[src/rtl/priority_interrupt_controller.sv]
// rtl/priority_interrupt_controller.sv - edge-captured interrupt requests with fixed or rotating priority grant
module priority_interrupt_controller #(
  parameter int N           = 8,
  parameter int ROUND_ROBIN = 0,
  localparam int IDW        = $clog2(N)
) (
  input  logic           clk,
  input  logic           rst,
  input  logic           E,
  input  logic [N-1:0]   D,
  input  logic [N-1:0]   mask,
  input  logic           ack,
  output logic           irq,
  output logic [IDW-1:0] B,
  output logic [N-1:0]   pending
);

  typedef enum logic {IDLE, SERVE} state_t;

  state_t         state;
  logic [N-1:0]   d_prev;
  logic [IDW-1:0] last;
  logic [N-1:0]   eligible;
  logic [N-1:0]   set_vec;
  logic [N-1:0]   clr_vec;
  logic [IDW-1:0] win;
  logic [IDW-1:0] sel;
  int             tmp;

  assign eligible = pending & mask;
  assign set_vec  = D & ~d_prev;

  always_comb begin
    clr_vec = '0;
    if (state == SERVE && ack) clr_vec[B] = 1'b1;
  end

  // Rotating search scans from the far end back toward last+1 so the first
  // eligible channel after last is the final assignment and therefore wins.
  always_comb begin
    win = '0;
    sel = '0;
    tmp = 0;
    if (ROUND_ROBIN != 0) begin
      for (int k = N - 1; k >= 0; k--) begin
        tmp = int'(last) + 1 + k;
        if (tmp >= N) tmp = tmp - N;
        sel = IDW'(tmp);
        if (eligible[sel]) win = sel;
      end
    end else begin
      for (int i = 0; i < N; i++) begin
        if (eligible[i]) win = IDW'(i);
      end
    end
  end

  // A rising edge arriving with the ack wins, so set is applied after clear.
  always_ff @(posedge clk or posedge rst) begin
    if (rst) begin
      state   <= IDLE;
      irq     <= 1'b0;
      B       <= '0;
      pending <= '0;
      d_prev  <= '0;
      last    <= IDW'(N - 1);
    end else begin
      d_prev  <= D;
      pending <= (pending & ~clr_vec) | set_vec;
      case (state)
        IDLE: begin
          if (E && (|eligible)) begin
            state <= SERVE;
            irq   <= 1'b1;
            B     <= win;
          end
        end
        SERVE: begin
          if (ack) begin
            state <= IDLE;
            irq   <= 1'b0;
            last  <= B;
          end
        end
        default: begin
          state <= IDLE;
          irq   <= 1'b0;
        end
      endcase
    end
  end

endmodule

[config.mk]
export PLATFORM = sky130hd
export DESIGN_NAME = priority_interrupt_controller
export DESIGN_NICKNAME = d
export VERILOG_FILES = /design/src/rtl/priority_interrupt_controller.sv
export SDC_FILE = /design/constraint.sdc
export NUM_CORES = 1
export LEC_CHECK = 0
export BUFFER_PORTS_ARGS = -buffer_cell sky130_fd_sc_hd__buf_2
export CAP_MARGIN = 10
export CORE_MARGIN = 4
export CORE_UTILIZATION = 50
export DETAILED_ROUTE_END_ITERATION = 10
export GPL_ROUTABILITY_DRIVEN = 1
export PLACE_DENSITY = 0.81
export RECOVER_POWER = 25
export SYNTH_ARGS = -nofsm -noshare
export SYNTH_HDL_FRONTEND = slang
export SYNTH_SLANG_ARGS = --single-unit
export TNS_END_PERCENT = 10
[constraint.sdc]
create_clock -name clk -period 2.15 [get_ports clk]
set_input_delay 0.1075 -clock clk [delete_from_list [all_inputs] [get_ports clk]]
set_output_delay 0.1075 -clock clk [all_outputs]
set_load 0.02 [all_outputs]
After elaboration in Yosys (flattened, before gate mapping) --
Index checks and enable logic that the tools add are counted.
Word-level totals: bits of input ports 20, register bits 21, output and inout bits 12
Cells by class: equality and inequality tests 2, bitwise logic cells 7, $lt $le $gt $ge 2, reductions and logical operators 6, muxes and demuxes 16
Operators by type and width (number):
- 8-bit AND | 3
- 8-bit NOT | 2
- 3-bit 2-to-1 mux | 5
- 8-bit 2-to-1 mux | 1
- 8-bit OR | 1
- 8-bit OR reduction | 1
- 1-bit 2-to-1 mux | 6
- 3-bit by 4-bit less-than comparator with 1-bit output (second input constant) | 1
- 2-bit inequality test (second input constant) | 2
- 1-bit one-hot mux with 2 select lines | 2
- 2-bit AND reduction | 2
- 1-bit demux with 3-bit select | 1
- 3-bit by 1-bit greater-or-equal comparator with 1-bit output (second input constant) | 1
- 1-bit logical AND | 3
- 2-bit 2-to-1 mux | 1
- 1-bit NOT | 1

Longest topological paths before layout --
depth in word-level cells 8, depth in mapped cells 4, gate-level depth less buffers 4

Least setup slack after synthesis --
No wires, ideal clock.
kind reg2reg, start point register pending[2], end point register B[0], data arrival time 1.100 ns, period minus slack after synthesis 1.235 ns, buffers on the path 0, setup time 0.135 ns, slack 0.915 ns, data required time 2.015 ns, stages on the path, launching flop included 5, cell sequence dfrtp_1 -> nand2_1 -> a32o_1 -> a221oi_2 -> a21oi_1
On the way: word-level cells in the longest chain between the ends 7
Ends and longest elaborated chain:
- from (decl) | RTL line 15 | output logic [N-1:0] pending
- from (signal assigned) | RTL line 69 | pending <= (pending & ~clr_vec) | set_vec;
- 8-bit AND (*) | RTL line 30 | assign eligible = pending & mask;
- 2-bit 2-to-1 mux | RTL line 53 | if (eligible[i]) win = IDW'(i);
- 3-bit 2-to-1 mux (5 in series) | RTL line 53
- to (signal assigned) | RTL line 75 | B <= win;
- to (decl) | RTL line 14 | output logic [IDW-1:0] B,
Every way passes the cells marked *; elsewhere a longest branch is shown, timed or not. A chain may end at the register's enable or synchronous reset.

Final worst setup path --
start point register pending[6], end point register B[2]
On the way: word-level cells in the longest chain between the ends 4
Ends and longest elaborated chain:
- 8-bit AND (*) | RTL line 30
- 8-bit OR reduction | RTL line 72 | if (E && (|eligible)) begin
- 1-bit logical AND | RTL line 72
- 2-bit AND reduction (no source line)
Marks and branches as above.

==> results.py <==
metrics = {
    "detailed_routing": {
        "highest_layer": "met4",
        "vias_per_cell": 5.49,
        "wl_per_cell_um": 14.3,
        "postRouteAntennaNets": 0,
        "route.met2.wl_um": 958,
        "drtIter0Drc": 12,
        "routed-wl-met3_um": 110,
        "drc_errors": 0,
        "met1_length_um": 840,
        "wirelength_um": 1920,
        "vias": 736,
        "drt-pass1-iter-count": 4,
    },
    "timing": {
        "rsz0062_at_grt": "false",
        "final-hold-violation-count": 0,
        "fin_hold_ws_ns": 0.0144,
        "setup-tns-final_ns": 0,
        "finalSetupViolations": 0,
        "post-route-min-period_ns": 1.26,
        "finalMaxSlewViolations": 0,
        "tightest_slew_ns": 0.764,
        "min_period_over_period_pct": 58.7,
        "max_freq_ghz": 0.792,
        "finalClockSkew_ns": 0.00995,
        "slew-limit-headroom_pct": 49.0,
        "setup_slack_ns": 0.888,
    },
    "clocking": {
        "cts_setup_buffers": 0,
        "clk_latency_ns": 0.31,
        "cts.sinks": 21,
        "cts_root_buffer": "clkbuf_4",
        "cts_resized": 0,
        "cts_hold_buf": 9,
        "clk_pin_slew_worst_paths_ns": 0.12,
        "cts_buffers": 3,
        "ctsHtreeMaxLevel": 1,
        "cts_tree": "built",
        "clock_path_buffers": 2,
    },
    "yosys": {
        "yosysSeqAreaShare_pct": 61.0,
        "synth-main-ff-cell": "dfrtp_1",
        "synthTopCellsByArea": "dfrtp_1 61%, o21ai_0 8.1%, a22oi_2 5.8%, inv_1 4.4%, a41oi_4 3.2%",
        "async_flop_share_pct": 100,
        "ys_types": 18,
        "postSynthAreaPerCell_um2": 11.6,
        "synth_top_cell_area_share_pct": 61.0,
        "synthTopCellsByCount": "21 x dfrtp_1, 14 x o21ai_0, 10 x inv_1, 4 x a22oi_2, 4 x nor2_1",
        "synth_cells": 74,
        "syn-cell-area_um2": 861,
        "yosysMostFrequentCell": "dfrtp_1",
        "synth_edf_count": 0,
        "synth_nets": 94,
        "synth_warnings": 0,
        "synth_seq_cells": 21,
        "synth_top_area_cell": "dfrtp_1",
    },
    "critical_path": {
        "r2r_cells": 4,
        "crit_arrival_ns": 1.44,
        "worstPathMaxFanout": 8,
        "cp_slowest_cell": "dfrtp_1",
        "critical_path.max_stage_delay_ns": 0.45,
        "reg2reg_to": "B[2]",
        "worstReg2RegStart": "pending[6]",
        "r2r_slack_ns": 0.89,
        "end_kind": "flip-flop",
        "worstPathRequired_ns": 2.33,
        "cp_top_family": "compound AO/OA/AOI/OAI gates",
        "cp_cell_sequence": "a22oi_2 > a41oi_4 > nor2_1 > a31oi_1",
        "crit_type": "reg2reg",
        "crit_path_start_kind": "flip-flop",
        "crit_buf_inv": 0,
    },
    "placement": {
        "portBuffers": 31,
        "dpl-instance-area_um2": 1040,
        "finalWeightedCongestion": 0.797,
        "pre_cts_slack_ns": 0.908,
        "dpl.hpwl_um": 1420,
    },
    "die": {
        "ios": 32,
        "die_h_um": 49.5,
        "fp.dieW_um": 49.5,
        "initial_core_util_pct": 55.2,
        "die_area_um2": 2450,
        "fp-row-count": 14,
        "core-area_um2": 1560,
    },
    "final_layout": {
        "antenna_cells": 0,
        "fin_nets": 139,
        "fin_area_um2": 1150,
        "area_growth_pct": 33.1,
        "final_layout_size_suffix_gt1_share_pct": 28.0,
    },
    "worst_hold_path": {
        "hold_depth": 2,
        "min_delay_worst_endpoint": "irq",
        "worstHoldStart": "ack",
        "hp-class": "in2reg",
    },
    "pwr": {
        "totalPowerFinal_w": 0.000938,
        "peakVddDrop_uv": 620,
        "powerDensity_nw_per_um2": 818,
        "leakage_nw": 0.502,
    },
    "status": {
        "status": "finished clean",
    },
    "global_route": {
        "grt_use_total_pct": 17.6,
        "grt_pass1_vias": 729,
        "antenna_found_initial": 0,
        "grt_pass1_wl_um": 3280,
        "overflow": 0,
        "grt_max_degree": 22,
    },
    "flow_run": {
        "max_cap_viol_count": 0,
    },
}
## through the flow
step,utilization (%),std cells
global placement,66.5,121
finish,73.5,134
global route,73.5,134
CTS,74.2,134
detailed placement,66.5,121
floorplan,-,74
## flip-flops by register name, summed over array words and instances (netlist names)
register and count:
irq 1, pending 8, B 3, d_prev 8, state 1
## worst max-delay path by stage
| stage | slack (ns) | end | depth (start not counted) | startpoint |
|---|---|---|---|---|
| global route | 0.79 | B[1] | 4 | pending[4] |
| finish | 0.89 | B[2] | 4 | pending[6] |
| floorplan | 0.92 | B[0] | 4 | pending[2] |
| CTS | 0.88 | B[2] | 4 | pending[6] |
| global placement | 0.96 | B[0] | 4 | pending[7] |
| detailed placement | 0.91 | B[0] | 4 | pending[6] |
## layout make-up
| class | instances | area, µm² |
|---|---|---|
| Sequential cell | 21 | 526 |
| Clock buffer | 3 | 22.5 |
| Fill cell | 124 | 413 |
| Inverter | 10 | 37.5 |
| Tap cell | 16 | 20.0 |
| Multi-Input combinational cell | 43 | 298 |
| Clock inverter | 1 | 7.51 |
| Timing Repair Buffer | 40 | 235 |
## logic make-up (layout without fill, tap and decap cells)
| group | Yosys count | count (layout) | share of synthesized area (%) |
|---|---|---|---|
| AO/OA/AOI/OAI | 31 | 31 | 27.9 |
| buffers and inverters | 10 | 54 | 4.36 |
| flip-flops | 21 | 21 | 61.0 |
| AND/OR/NAND/NOR | 12 | 12 | 6.69 |
## metal layers
layer / global-route usage, % / vias up
met1: 20.9 / 355
met5: 0 / -
met3: 7.23 / 2
met4: 4.15 / 0
li1: - / 352
met2: 29.7 / 27
## cell usage in the layout (no fill, tap or decap), drive strengths merged
master / n
a21o: 1
a21oi: 3
a221o: 1
a221oi: 1
a22oi: 5
a31oi: 2
a32o: 1
a41oi: 1
buf: 23
clkbuf: 11
clkinvlp: 1
dfrtp: 21
dlygate4sd3: 9
inv: 10
nand2: 3
nand2b: 3
nand3: 1
nand3b: 1
nor2: 4
o21ai: 14
o31ai: 2
## power breakdown
group	internal (W)	switching [W]	total, W
registers	0.000444	0.0000594	0.000504
clock network	0.0000710	0.000120	0.000191
logic	0.0000999	0.000143	0.000243
total	0.000615	0.000323	0.000938
## worst register-to-register path: stages (launching register included)
cell	delay, ns
dfrtp_1	0.45
a22oi_2	0.29
a41oi_4	0.21
nor2_1	0.13
a31oi_1	0.05
Power figures use the tool's default switching activity.
